**config.mk**
```make
export PLATFORM = sky130hd
export DESIGN_NAME = kypd_entry_buffer
export DESIGN_NICKNAME = d
export VERILOG_FILES = /design/src/rtl/kypd_pkg.sv /design/src/rtl/kypd_debounce.sv /design/src/rtl/kypd_entry_buffer.sv
export SDC_FILE = /design/constraint.sdc
export NUM_CORES = 1
export LEC_CHECK = 0
export ABC_AREA = 1
export BUFFER_PORTS_ARGS = -buffer_cell sky130_fd_sc_hd__buf_2
export CELL_PAD_IN_SITES_DETAIL_PLACEMENT = 0
export CELL_PAD_IN_SITES_GLOBAL_PLACEMENT = 1
export CORE_ASPECT_RATIO = 1.4
export CORE_MARGIN = 4
export CORE_UTILIZATION = 44
export DETAILED_ROUTE_END_ITERATION = 10
export GPL_TIMING_DRIVEN = 1
export PLACE_DENSITY_LB_ADDON = 0.1
export SLEW_MARGIN = 0
export SYNTH_ARGS = -nofsm -noshare
export SYNTH_HDL_FRONTEND = slang
export SYNTH_SLANG_ARGS = --single-unit
```
**constraint.sdc**
```tcl
create_clock -name clk -period 4.4 [get_ports clk]
set_clock_uncertainty 0.15 [all_clocks]
set_input_delay 0 -clock clk [delete_from_list [all_inputs] [get_ports clk]]
set_output_delay 0 -clock clk [all_outputs]
set_load 0.01 [all_outputs]
```
**src/rtl/kypd_pkg.sv**
```systemverilog
// Shared keypad constants, FSM encoding and helpers.
// Imported by kypd_debounce and kypd_entry_buffer.
package kypd_pkg;

  localparam logic [3:0] KEY_CLEAR = 4'hE;
  localparam logic [3:0] KEY_ENTER = 4'hF;

  localparam int DEBOUNCE_DEFAULT = 200000;

  typedef enum logic {
    S_EDIT  = 1'b0,
    S_OFFER = 1'b1
  } state_e;

  function automatic logic is_digit(input logic [3:0] c);
    return c < KEY_CLEAR;
  endfunction

endpackage

```
**src/rtl/kypd_debounce.sv**
```systemverilog
// Key code synchronizer, debounce counter and baseline capture.
// Ports: clk, rst_n (async low), key_code in; key_acc, key_strobe, key_last out.
// Counter present only when KYPD_DEBOUNCE_EN is defined.
module kypd_debounce
  import kypd_pkg::*;
#(
  parameter int DEBOUNCE_CYCLES = DEBOUNCE_DEFAULT
) (
  input  logic       clk,
  input  logic       rst_n,
  input  logic [3:0] key_code,
  output logic [3:0] key_acc,
  output logic       key_strobe,
  output logic [3:0] key_last
);

  if (DEBOUNCE_CYCLES < 1) begin : g_bad_cycles
    $error("DEBOUNCE_CYCLES must be >= 1");
  end

  // vld_q marks when s2_q holds a real sample, not reset fill
`ifdef KYPD_DEBOUNCE_EN
  localparam int VW = 3;
  localparam int CW = (DEBOUNCE_CYCLES > 1) ?
                      $clog2(DEBOUNCE_CYCLES) : 1;
  localparam logic [CW-1:0] CNT_TOP = CW'(DEBOUNCE_CYCLES - 1);
`else
  localparam int VW = 2;
`endif

  logic [3:0]    s1_q, s1_d;
  logic [3:0]    s2_q, s2_d;
  logic [VW-1:0] vld_q, vld_d;
  logic          base_q, base_d;
  logic [3:0]    acc_q, acc_d;
  logic [3:0]    last_q, last_d;
  logic          strb_q, strb_d;
`ifdef KYPD_DEBOUNCE_EN
  logic [3:0]    cand_q, cand_d;
  logic [CW-1:0] cnt_q, cnt_d;
`endif

  always_comb begin
    s1_d   = key_code;
    s2_d   = s1_q;
    vld_d  = {vld_q[VW-2:0], 1'b1};
    base_d = base_q;
    acc_d  = acc_q;
    last_d = last_q;
    strb_d = 1'b0;
`ifdef KYPD_DEBOUNCE_EN
    cand_d = cand_q;
    cnt_d  = cnt_q;
    // cnt_q == k means k+1 identical samples of cand_q seen
    if (!vld_q[VW-1]) begin
      cand_d = s2_q;
      cnt_d  = '0;
    end else if (s2_q != cand_q) begin
      cand_d = s2_q;
      cnt_d  = '0;
    end else if (cnt_q != CNT_TOP) begin
      cnt_d = cnt_q + 1'b1;
    end else if (!base_q) begin
      base_d = 1'b1;
      acc_d  = cand_q;
    end else if (cand_q != acc_q) begin
      acc_d  = cand_q;
      last_d = cand_q;
      strb_d = 1'b1;
    end
`else
    if (vld_q[VW-1]) begin
      if (!base_q) begin
        base_d = 1'b1;
        acc_d  = s2_q;
      end else if (s2_q != acc_q) begin
        acc_d  = s2_q;
        last_d = s2_q;
        strb_d = 1'b1;
      end
    end
`endif
  end

  always_ff @(posedge clk or negedge rst_n) begin
    if (!rst_n) begin
      s1_q   <= '0;
      s2_q   <= '0;
      vld_q  <= '0;
      base_q <= 1'b0;
      acc_q  <= '0;
      last_q <= '0;
      strb_q <= 1'b0;
`ifdef KYPD_DEBOUNCE_EN
      cand_q <= '0;
      cnt_q  <= '0;
`endif
    end else begin
      s1_q   <= s1_d;
      s2_q   <= s2_d;
      vld_q  <= vld_d;
      base_q <= base_d;
      acc_q  <= acc_d;
      last_q <= last_d;
      strb_q <= strb_d;
`ifdef KYPD_DEBOUNCE_EN
      cand_q <= cand_d;
      cnt_q  <= cnt_d;
`endif
    end
  end

  assign key_acc    = acc_q;
  assign key_strobe = strb_q;
  assign key_last   = last_q;

endmodule

```
**src/rtl/kypd_entry_buffer.sv**
```systemverilog
// Keypad hex entry buffer: edit, commit and valid/ready offer.
// Ports: clk, rst_n, key_code, out_ready in; key_strobe, key_last,
// entry_value, entry_count, overflow, out_data, out_valid out.
// Debounce enabled by defining KYPD_DEBOUNCE_EN.
module kypd_entry_buffer
  import kypd_pkg::*;
#(
  parameter int DEBOUNCE_CYCLES = DEBOUNCE_DEFAULT,
  parameter int NUM_DIGITS      = 4
) (
  input  logic                    clk,
  input  logic                    rst_n,
  input  logic [3:0]              key_code,
  output logic                    key_strobe,
  output logic [3:0]              key_last,
  output logic [4*NUM_DIGITS-1:0] entry_value,
  output logic [2:0]              entry_count,
  output logic                    overflow,
  output logic [4*NUM_DIGITS-1:0] out_data,
  output logic                    out_valid,
  input  logic                    out_ready
);

  localparam int W = 4 * NUM_DIGITS;

  if (NUM_DIGITS < 1 || NUM_DIGITS > 7) begin : g_bad_digits
    $error("NUM_DIGITS must be 1..7");
  end

  logic [3:0] key_acc;

  kypd_debounce #(
    .DEBOUNCE_CYCLES(DEBOUNCE_CYCLES)
  ) u_debounce (
    .clk        (clk),
    .rst_n      (rst_n),
    .key_code   (key_code),
    .key_acc    (key_acc),
    .key_strobe (key_strobe),
    .key_last   (key_last)
  );

  state_e         state_q, state_d;
  logic [W-1:0]   entry_q, entry_d;
  logic [2:0]     cnt_q, cnt_d;
  logic           ovf_q, ovf_d;
  logic [W-1:0]   odata_q, odata_d;
  logic           full;

  assign full = (cnt_q == 3'(NUM_DIGITS));

  always_comb begin
    state_d = state_q;
    entry_d = entry_q;
    cnt_d   = cnt_q;
    ovf_d   = ovf_q;
    odata_d = odata_q;
    unique case (state_q)
      S_EDIT: begin
        if (key_strobe) begin
          unique case (1'b1)
            key_acc == KEY_CLEAR: begin
              entry_d = '0;
              cnt_d   = '0;
              ovf_d   = 1'b0;
            end
            key_acc == KEY_ENTER: begin
              if (cnt_q != 3'd0) begin
                odata_d = entry_q;
                entry_d = '0;
                cnt_d   = '0;
                ovf_d   = 1'b0;
                state_d = S_OFFER;
              end
            end
            is_digit(key_acc) && full: begin
              ovf_d = 1'b1;
            end
            default: begin
              entry_d = (entry_q << 4) | W'(key_acc);
              cnt_d   = cnt_q + 3'd1;
            end
          endcase
        end
      end
      S_OFFER: begin
        // key events are dropped while an offer is pending
        if (out_ready) state_d = S_EDIT;
      end
      default: state_d = S_EDIT;
    endcase
  end

  always_ff @(posedge clk or negedge rst_n) begin
    if (!rst_n) begin
      state_q <= S_EDIT;
      entry_q <= '0;
      cnt_q   <= '0;
      ovf_q   <= 1'b0;
      odata_q <= '0;
    end else begin
      state_q <= state_d;
      entry_q <= entry_d;
      cnt_q   <= cnt_d;
      ovf_q   <= ovf_d;
      odata_q <= odata_d;
    end
  end

  assign entry_value = entry_q;
  assign entry_count = cnt_q;
  assign overflow    = ovf_q;
  assign out_data    = odata_q;
  assign out_valid   = (state_q == S_OFFER);

endmodule

```
* After elaboration in Yosys (flattened, before gate mapping) *
Index checks and enable logic that the tools add are counted.
W data, S select, Z words.

storage, ports and cells
  flip-flop bits (word level) = 57
  output and inout bits = 42
  logic and storage cells = 47

cells by class
  magnitude comparators = 1
  mux-type cells = 16
  reduce and logical (&&, ||, !) cells = 8
  bitwise operators = 3
  equal/unequal tests = 6
  add/sub/neg operators = 1

operators by type and width
  cell                   count
  $pmux W16 S3           1
  $mux W16               1
  $or A16 B4 Y16         1
  $reduce_and A4 Y1      3
  $pmux W3 S3            1
  $eq A4 B4 Y1 const B   2
  $mux W1                8
  $mux W4                2
  $reduce_bool A3 Y1     2
  $lt A4 B4 Y1 const B   1
  $ne A4 B4 Y1           1
  $add A3 B1 Y3 const B  1
  $eq A3 B3 Y1 const B   1
  $mux W3                1
  $pmux W1 S3            1
  $reduce_and A3 Y1      1
  $ne A2 B1 Y1 const B   1
  $ne A2 B2 Y1 const B   1
  $not A1 Y1             2
  $pmux W1 S2            1
  $reduce_and A2 Y1      1
  $logic_and A1 B1 Y1    1

* Depth between registers and ports, before layout *
Gate-level depths: netlist of run 1.

  depth in word-level cells = 5
  gate-level depth with buffers = 10
  mapped depth without buffers = 10

* Hierarchy *
From an unflattened synthesis of run 1, not the netlist that was laid out.

unflattened totals
  cells, all modules = 290
  area, all modules = 2,570.0 sq um

modules (own cells, without submodules)
  module             area each (sq um)  cells each  sequential area each (sq um)  times used
  kypd_entry_buffer  1,819.2            216         925.9                         1
  kypd_debounce      750.7              74          500.5                         1

* Worst setup path before layout of run 1 *
No wires, ideal clock.

  path type = register to register
  start = reg cnt_q[0] (netlist: entry_count[0])
  end = reg state_q (netlist: out_valid)
  required time = 4,112 ps
  arrival time = 1,355 ps
  cell stages (with the launch flop) = 9
  setup slack = 2,756 ps
  cells stage by stage = dfrtp_1 > inv_1 > ha_1 > inv_1 > nor2_1 > nor2_1 > nand3_2 > clkbuf_1 > o21ai_0

between the ends
  longest elaborated chain between the ends = 5

RTL lines
  element                 RTL line                  RTL
  from (decl)             kypd_entry_buffer.sv:45   logic [2:0] cnt_q, cnt_d;
  from (signal assigned)  kypd_entry_buffer.sv:104  cnt_q <= cnt_d;
  $reduce_bool A3 Y1      kypd_entry_buffer.sv:68   if (cnt_q != 3'd0) begin
  $mux W1                 kypd_entry_buffer.sv:68
  $mux W1                 kypd_entry_buffer.sv:61   unique case (1'b1)
  $mux W1                 kypd_entry_buffer.sv:60   if (key_strobe) begin
  $pmux W1 S2             kypd_entry_buffer.sv:58   unique case (state_q)
  via state_d             kypd_entry_buffer.sv:43   state_e state_q, state_d;
  to (signal assigned)    kypd_entry_buffer.sv:102  state_q <= state_d;
  to (decl)               kypd_entry_buffer.sv:43

The timed path passes the listed nets, and every way through them passes these cells.
A chain may end at the register's enable or synchronous reset.

* Final worst setup path of run 1 *
  start = reg cnt_q[0] (netlist: entry_count[0])
  end = reg odata_q[3] (netlist: out_data[3])

between the ends
  longest elaborated chain between the ends = 2

RTL lines
  element                             RTL line                  RTL
  $reduce_bool A3 Y1                  kypd_entry_buffer.sv:68
  $reduce_and A4 Y1 (no source line)  -
  to (signal assigned)                kypd_entry_buffer.sv:106  odata_q <= odata_d;
  to (decl)                           kypd_entry_buffer.sv:47   logic [W-1:0] odata_q, odata_d;

Every way passes these cells.

==> results of run 1 <==
repair_timing:
action,CTS,global route
endpoints found under the setup margin,0,0
hold endpoints to repair,62,0
hold buffers,6,0
Yosys cell counts, types with 2 or more instances:
| cell type | number | share of area |
|---|---|---|
| o21ai_0 | 17 | 0.035 |
| buf_8 | 2 | 0.012 |
| nand3_1 | 6 | 0.012 |
| o21ai_2 | 18 | 0.064 |
| nor2_1 | 8 | 0.012 |
| nand2_2 | 3 | 0.0076 |
| clkbuf_1 | 3 | 0.0046 |
| nand4_1 | 4 | 0.010 |
| dfrtp_1 | 57 | 0.58 |
| nand2_1 | 84 | 0.13 |
| inv_1 | 46 | 0.070 |
| buf_2 | 2 | 0.0041 |
| nand3_2 | 2 | 0.0081 |
| ha_1 | 2 | 0.010 |
flip-flops by register name (all words and copies together) (netlist names):
name	flops
u_debounce.vld_q	2
entry_value	16
entry_count	3
overflow	1
u_debounce.base_q	1
u_debounce.key_acc	4
out_valid	1
out_data	16
u_debounce.key_strobe	1
u_debounce.s2_q	4
u_debounce.s1_q	4
u_debounce.key_last	4
critical path, stage by stage, from the launching register on:
cell,delay [ns]
dfrtp_1,0.38
inv_1,0.09
ha_1,0.24
inv_1,0.06
nor2_1,0.04
nor2_1,0.12
nand3_2,0.48
o21ai_0,0.36
through the flow:
stage,area [sq um],total power (W),hold slack (ns),utilization
detailed placement,2735,0.001359,-0.04019,0.4986
global placement,2735,0.001350,-0.04287,0.4986
global route,2982,0.001938,0.1669,0.5436
CTS,2982,0.001833,0.1447,0.5436
floorplan,2465,0.001160,-0.4456,-
finish,2982,0.001799,0.1595,0.5436
cell families after synthesis:
| family | synth area share |
|---|---|
| other | 0.001521 |
| buffers and inverters | 0.09543 |
| AND/OR/NAND/NOR | 0.2081 |
| adder cells (fa/ha/maj) | 0.01015 |
| AO/OA/AOI/OAI | 0.1025 |
| XOR/XNOR | 0.003554 |
| flip-flops | 0.5787 |
where the power goes:
| part | internal, W | switching [W] |
|---|---|---|
| sequential | 0.000662 | 0.0000992 |
| clock | 0.000258 | 0.000203 |
| combinational | 0.000234 | 0.000342 |
layout make-up:
cell class,instances,area [sq um]
clock buffer,10,127.6
clock inverter,6,58.81
fill,518,2504
inverter,46,172.7
multi-input combinational,154,803.3
sequential,57,1426
tap,68,85.08
timing repair buffer,55,307.8
path summary, 6_finish.rpt:
kind	to	slack, ns	depth (start not counted)
min in group asynchronous	out_data[14]	0.19	3
worst min-delay path	u_debounce.s1_q[3]	0.16	2
worst max-delay path	out_data[3]	2.37	7
max in group asynchronous	u_debounce.s1_q[1]	3.45	3
worst max register to register	out_data[3]	2.37	7
worst min register to register	u_debounce.s2_q[2]	0.20	0
layer usage:
metal / part of all wire / wire length, um
met4: 0.025 / 118
met5: 0 / 0
met3: 0.046 / 216
met2: 0.52 / 2418
met1: 0.41 / 1912
cells in the final DEF (no fill, tap or decap):
master,count
clkinv_4,1
dlygate4sd3_1,6
buf_2,48
nand3_1,6
bufinv_16,1
nand2_2,3
or2_2,1
nand3_4,1
dfrtp_1,57
nor2_8,1
ha_1,2
nand4_1,4
a21oi_1,1
nand3_2,2
clkbuf_8,9
inv_1,46
nor2_4,1
nand3b_1,1
nor2_1,8
clkbuf_1,1
nand2_4,1
o21ai_1,1
nand2_1,84
conb_1,1
o21ai_0,17
o21ai_2,18
xnor2_1,1
clkinv_2,4
buf_4,1
==> results.cfg, run 1 <==
[grt]
use_met3 = 0.03313
met1_usage = 0.1624
grt_pass1_wl_um = 8017
grt_max_degree = 58
busiest_layer = met2
track_usage = 0.1506
antenna_found_initial = 0
grt-ovfl-total = 0
grt_pass1_vias = 1768
grtUsageMet2 = 0.2707

[clocking]
cts_tree = done
clk_latency_ns = 0.33
clock_sinks = 57
cts_root_buf = clkbuf_8
cts_max_path_buffers = 2
cts_setup_buffers = 0
clkSlewWorstSetupHoldPaths_ns = 0.07
post_cts_resized = 0
cts_buffers = 9
htreeDepth = 3

[die]
initial_core_util = 0.4494
die_w_um = 71.26
row_count = 32
io_pins = 49
die-height_um = 96.56
dieArea_sq_um = 6880
core_sq_um = 5485

[sta]
hold_violations = 0
rsz0062_at_grt = no
finalCritPeriodShare = 0.4610
slew_violations = 0
fmax_ghz = 0.4930
maxSlewHeadroom = 0.5304
setup_viol = 0
worst_pin_slew_ns = 0.7044
fin_ws_ns = 2.372
finalCriticalPeriod_ns = 2.028
tns_ns = 0

[setup_path]
required_ns = 4.48
cp-end-kind = flip-flop
cp-start-kind = flip-flop
path_class = reg -> reg
path_max_fanout = 33
rr_startpoint = entry_count[0]
critPathLaunch = entry_count[0]
critPathArrivalTime_ns = 2.11

[placement]
gp_congestion = 0.7257
dp_slack_ns = 2.353
placed_cells = 374
port-buffer-count = 48
dp_hpwl_um = 3180

[logic_synthesis]
yosysWarnings = 0
syn_area_sq_um = 2465
synth_fp_nets = 274
synthCells = 265
synth_flop_cell = dfrtp_1
yosys.cell_types.count = 25
avgSynthCellArea_sq_um = 9.301
synthArstFlopShare = 1.000
ys_seq_area_frac = 0.5787
synth-seq-cells = 57
synth-edff-count = 0

[routing]
wirelength_um = 4665
drc = 0
ant_nets = 0
vias = 1784
drt_iter0_markers = 77
vias_per_cell = 4.505
drt-pass1-iter-count = 4
wire_per_inst_um = 11.78

[run_status]
outcome = finished, final reports clean

[run]
maxCapViolCount = 0

[pwr]
vdd_ir_drop_max_v = 0.0003130
power.density_nw_per_um2 = 603.4
leakage_nw = 1.670

[final_layout]
drive_gt1_frac = 0.2805
layout.cells.non_filler = 396
nets = 332
antennaDiodeCount = 0
syn_to_final_growth_pct = 20.96

[hold_path]
holdCritPathClass = in -> reg
hold_start = key_code[3]
No activity file was read; power rests on OpenSTA's default activity.
==> run 2, diff against run 1 <==
- ABC_AREA: 1 -> 0
- CORE_UTILIZATION: 44 -> 43
- clock period: 4.4 -> 2.1 ns (I/O delays scaled with it)
==> results.cfg, run 2 <==
[run_status]
outcome = finished, final reports clean

[final_layout]
syn_to_final_growth_pct = 28.79
antennaDiodeCount = 0
final_cell_mix = dfrtp_1, buf_2, mux2_2, a22o_1, clkbuf_8
layout_commonest_cell = dfrtp_1
drive_gt1_frac = 0.4562
nets = 221
stdcell_area_sq_um = 2849
fillers = 406

[hold_path]
whs_endpoint = u_debounce.s1_q[3]
hold_depth = 2
hold_start = key_code[3]
holdCritPathClass = in -> reg

[die]
die-height_um = 92.87
core_sq_um = 4917
io_pins = 49
dieArea_sq_um = 6372
initial_core_util = 0.4499
die_w_um = 68.62
row_count = 30

[logic_synthesis]
syn_area_sq_um = 2212
synthArstFlopShare = 1.000
yosysWarnings = 0
synth-edff-count = 0
yosys.area.top_type = dfrtp_1
synth_flop_cell = dfrtp_1
yosys-top-cells-count = dfrtp_1, mux2_2, a22o_1, mux2_4, nand2_1
avgSynthCellArea_sq_um = 15.26
ys_top_cells_by_area = dfrtp_1, mux2_2, mux2_4
yosys.cell_types.count = 30
yosysMostFrequentCell = dfrtp_1
synth_fp_nets = 154
ys_seq_area_frac = 0.6448
synth_top_area_share = 0.6448
synthCells = 145
synth-seq-cells = 57

[placement]
port-buffer-count = 48
placed_area_sq_um = 2554
dp_hpwl_um = 2844
gp_congestion = 0.8055

[clocking]
cts_buffers = 9
cts_tree = done
clkSlewWorstSetupHoldPaths_ns = 0.06
clk_latency_ns = 0.32
cts_max_path_buffers = 2
cts_root_buf = clkbuf_8
clock_sinks = 57
htreeDepth = 3

[grt]
grt-ovfl-total = 0
track_usage = 0.1479
grt_pass1_vias = 1475
grt_max_degree = 58
grt_pass1_wl_um = 6927
antenna_found_initial = 0

[sta]
fmax_ghz = 0.5301
setup_viol = 0
slew_violations = 0
rsz0062_at_grt = no
worst_pin_slew_ns = 0.6934
finalCritPeriodShare = 0.8983
finalCriticalPeriod_ns = 1.887
hold_violations = 0
maxSlewHeadroom = 0.5377
tns_ns = 0

[setup_path]
cp-end-kind = flip-flop
required_ns = 2.16
critPathArrivalTime_ns = 1.95
slowest_stage = dfrtp_1
cp-start-kind = flip-flop
path_max_fanout = 16
cpMostUsedCell = inv_1
worstPathCellList = inv_1 > ha_1 > inv_1 > o2111ai_4 > buf_12 > mux2_2
rr_worst_depth = 6
r2r_slack_ns = 0.21
max_stage_delay_ns = 0.42
rr_startpoint = entry_count[0]
path_class = reg -> reg
r2r-end = out_data[0]

[routing]
drt_iter0_markers = 64
vias_per_cell = 4.936
drc = 0
ant_nets = 0
wire_per_inst_um = 14.56
vias = 1387
wirelength_um = 4090
drt-pass1-iter-count = 4

[pwr]
leakage_nw = 1.451
power.density_nw_per_um2 = 1360
vdd_ir_drop_max_v = 0.0005277
power_w = 0.003874

[run]
maxCapViolCount = 0
## run 2: changes by cell type after synthesis, moves of 4 or more
cell | previous run | this run
inv_1 | 46 | 4
nand3_1 | 6 | 1
o21ai_2 | 18 | 0
o21ai_0 | 17 | 5
mux2_4 | 0 | 9
nor2_1 | 8 | 1
nand4_1 | 4 | 0
mux2_2 | 0 | 15
nand2_1 | 84 | 7
a22o_1 | 0 | 14
## run 2: routing by layer
layer  global-route usage  share of wire  routed length, um  vias up
met4              0.07463          0.015                 62        0
li1                     -              -                  -      654
met5                    0              0                  0        -
met2               0.2191           0.49               1996       49
met1               0.1900           0.43               1770      680
met3              0.04733          0.064                260        4
## run 2: cells by family (layout without fill, tap and decap cells)
group                    Yosys count  after routing  share of synthesized area
AO/OA/AOI/OAI                     29             29                     0.1109
flip-flops                        57             57                     0.6448
XOR/XNOR                           4              4                    0.01584
AND/OR/NAND/NOR                   17             17                    0.04129
adder cells (fa/ha/maj)            2              2                    0.01131
multiplexers                      26             26                     0.1476
buffers and inverters              9             81                    0.02658
other                              1              1                   0.001695
## run 2: stage by stage
step	std cells	hold slack, ns	setup WS, ns	utilization
2_1_floorplan	145	-0.4456	0.2520	-
4_1_cts	281	0.1426	0.06955	0.5781
5_1_grt	281	0.1716	0.09490	0.5794
3_3_place_gp	259	-0.04004	0.1939	0.5193
3_5_place_dp	259	-0.04068	0.09643	0.5193
6_report	281	0.1667	0.2135	0.5794
## run 2: what timing repair did
action                     4_1_cts  5_1_grt
gates resized for setup          0        1
setup endpoints to repair        0       14
hold buffers                     6        0
hold endpoints to repair        62        0
setup buffers                    0        0
## run 2: how the worst max path moves through the flow
stage                         startpoint               to  slack, ns
after floorplan           entry_count[0]     out_data[10]       0.25
after global placement    entry_count[0]   entry_value[8]       0.19
after detailed placement  entry_count[0]  entry_value[13]        0.1
after CTS                 entry_count[0]  entry_value[13]       0.07
after global routing      entry_count[0]   entry_value[3]       0.09
final                     entry_count[0]      out_data[0]       0.21
## run 2: layout make-up
| type | count | area [sq um] | area share |
|---|---|---|---|
| Multi-Input combinational cell | 79 | 733.2 | 0.2574 |
| Clock inverter | 5 | 77.57 | 0.02723 |
| Tap cell | 64 | 80.08 | 0.02811 |
| Sequential cell | 57 | 1426 | 0.5007 |
| Clock buffer | 11 | 151.4 | 0.05314 |
| Timing Repair Buffer | 61 | 365.4 | 0.1282 |
| Inverter | 4 | 15.01 | 0.005270 |
## run 2: power by group
part           switching (W)  internal, W
clock               0.000410     0.000728
combinational       0.000499     0.000554
sequential          0.000264      0.00142
## run 2: worst max-delay path: cells and delay by family, from the launching register on
family / cells / cell delay [ns]
adder cells (fa/ha/maj): 1 / 0.22
buffers and inverters: 3 / 0.39
multiplexers: 1 / 0.35
flip-flops: 1 / 0.42
AO/OA/AOI/OAI: 1 / 0.23
==> run 3, diff against run 2 <==
- SKIP_LAST_GASP: not set -> 1
- clock period: 2.1 -> 1.9 ns (I/O delays scaled with it)
==> results.cfg, run 3 (synthesized netlist as in run 2, its figures left out) <==
[final_layout]
syn_to_final_growth_pct = 30.43
antennaDiodeCount = 0
layout_commonest_cell = dfrtp_1
nets = 228
final_cell_mix = dfrtp_1, buf_2, mux2_2, a22o_1, buf_4
layout.cells.non_filler = 287
fillers = 420
drive_gt1_frac = 0.4753

[setup_path]
cp_top_family = flip-flops
cp-end-kind = flip-flop
critPathLaunch = entry_count[0]
path_max_fanout = 5
critPathArrivalTime_ns = 1.85
path_class = reg -> reg
max_stage_delay_ns = 0.38
worst-path-buf-inv = 3
rr_startpoint = entry_count[0]
slowest_stage = dfrtp_1
cp-start-kind = flip-flop
required_ns = 1.96
cpMostUsedCell = inv_1
worstPathCellList = inv_1 > ha_2 > inv_1 > o2111ai_4 > buf_4 > mux2_2

[hold_path]
holdCritPathClass = in -> async

[grt]
track_usage = 0.1599
antenna_found_initial = 0
grt-ovfl-total = 0
grt_pass1_vias = 1508
grt_pass1_wl_um = 7389
grt_max_degree = 30

[pwr]
vdd_ir_drop_max_v = 0.0006003
power.density_nw_per_um2 = 1456
power_w = 0.004200
p_clk_frac = 0.262
leakage_nw = 1.475
combPwrFrac = 0.299
p_sw_frac = 0.3094
internal-power_w = 0.002901
seqPwrFrac = 0.440
switching_power_w = 0.001299

[sta]
fmax_ghz = 0.5599
hold_violations = 0
tns_ns = 0
maxSlewHeadroom = 0.5568
finalCritPeriodShare = 0.9401
finalCriticalPeriod_ns = 1.786
fin_hold_ws_ns = 0.09404
setup_viol = 0
rsz0062_at_grt = no
slew_violations = 0
worst_pin_slew_ns = 0.6648

[routing]
vias = 1446
ant_nets = 0
drt_iter0_markers = 39
drc = 0
vias_per_cell = 5.038
wire_per_inst_um = 14.91
wirelength_um = 4278
drt-pass1-iter-count = 4

[placement]
port-buffer-count = 48
placed_cells = 266
gp_congestion = 0.8486
dp_hpwl_um = 3134

[die]
die_w_um = 68.62
die-height_um = 92.87
initial_core_util = 0.4499
io_pins = 49
core_sq_um = 4917
row_count = 30
dieArea_sq_um = 6372

[clocking]
htreeDepth = 3
cts_buffers = 9
clock_sinks = 57
clk_latency_ns = 0.33
cts_root_buf = clkbuf_8
clkSlewWorstSetupHoldPaths_ns = 0.06
cts_tree = done
cts_max_path_buffers = 2

[run_status]
outcome = finished, final reports clean

[run]
maxCapViolCount = 0
-- run 3: repair_timing --
| item | in CTS | in global routing |
|---|---|---|
| resized for setup | 1 | 2 |
| setup endpoints to repair | 14 | 20 |
| setup buffers | 0 | 0 |
| endpoints found under the hold margin | 48 | 0 |
| hold buffers | 6 | 0 |
-- run 3: worst paths after layout --
kind                       cells past startpoint  slack [ns]                    end
max in group asynchronous                      3        0.92  u_debounce.key_acc[1]
setup reg to reg                               6        0.11            out_data[4]
setup / recovery                               6        0.11            out_data[4]
min in group clk                               2        0.17     u_debounce.s1_q[2]
hold / removal                                 2        0.09           out_data[13]
hold reg to reg                                0        0.20     u_debounce.s2_q[3]
-- run 3: final cells by class --
class                           instances  area, sq um  share of cell area
Tap cell                               64        80.08             0.02775
Sequential cell                        57         1426              0.4944
Clock buffer                           12        155.1             0.05377
Clock inverter                          3        40.04             0.01388
Inverter                                4        15.01            0.005204
Multi-Input combinational cell         79        738.2              0.2559
Timing Repair Buffer                   68        430.4              0.1492
-- run 3: stage by stage --
step	cell area (sq um)	util	worst slack, ns
finish	2885	0.5868	0.1138
global placement	2619	0.5326	0.06150
CTS	2880	0.5858	0.03872
detailed placement	2619	0.5326	-0.03626
floorplan	2212	-	0.05201
global route	2885	0.5868	0.006969
-- run 3: power groups by stage --
stage          sequential, W  clock (W)  combinational, W
6_report             0.00185    0.00110           0.00126
3_5_place_dp         0.00187          0           0.00125
5_1_grt              0.00189    0.00119           0.00139
4_1_cts              0.00185    0.00114           0.00127
3_3_place_gp         0.00185          0           0.00122
2_1_floorplan        0.00200          0          0.000526
-- run 3: layer usage --
layer,vias to the layer above,GRT usage,share of wire
met5,-,0,0
met3,9,0.04005,0.059
met2,44,0.2478,0.51
met4,0,0.1095,0.028
met1,726,0.1881,0.40
li1,667,-,-
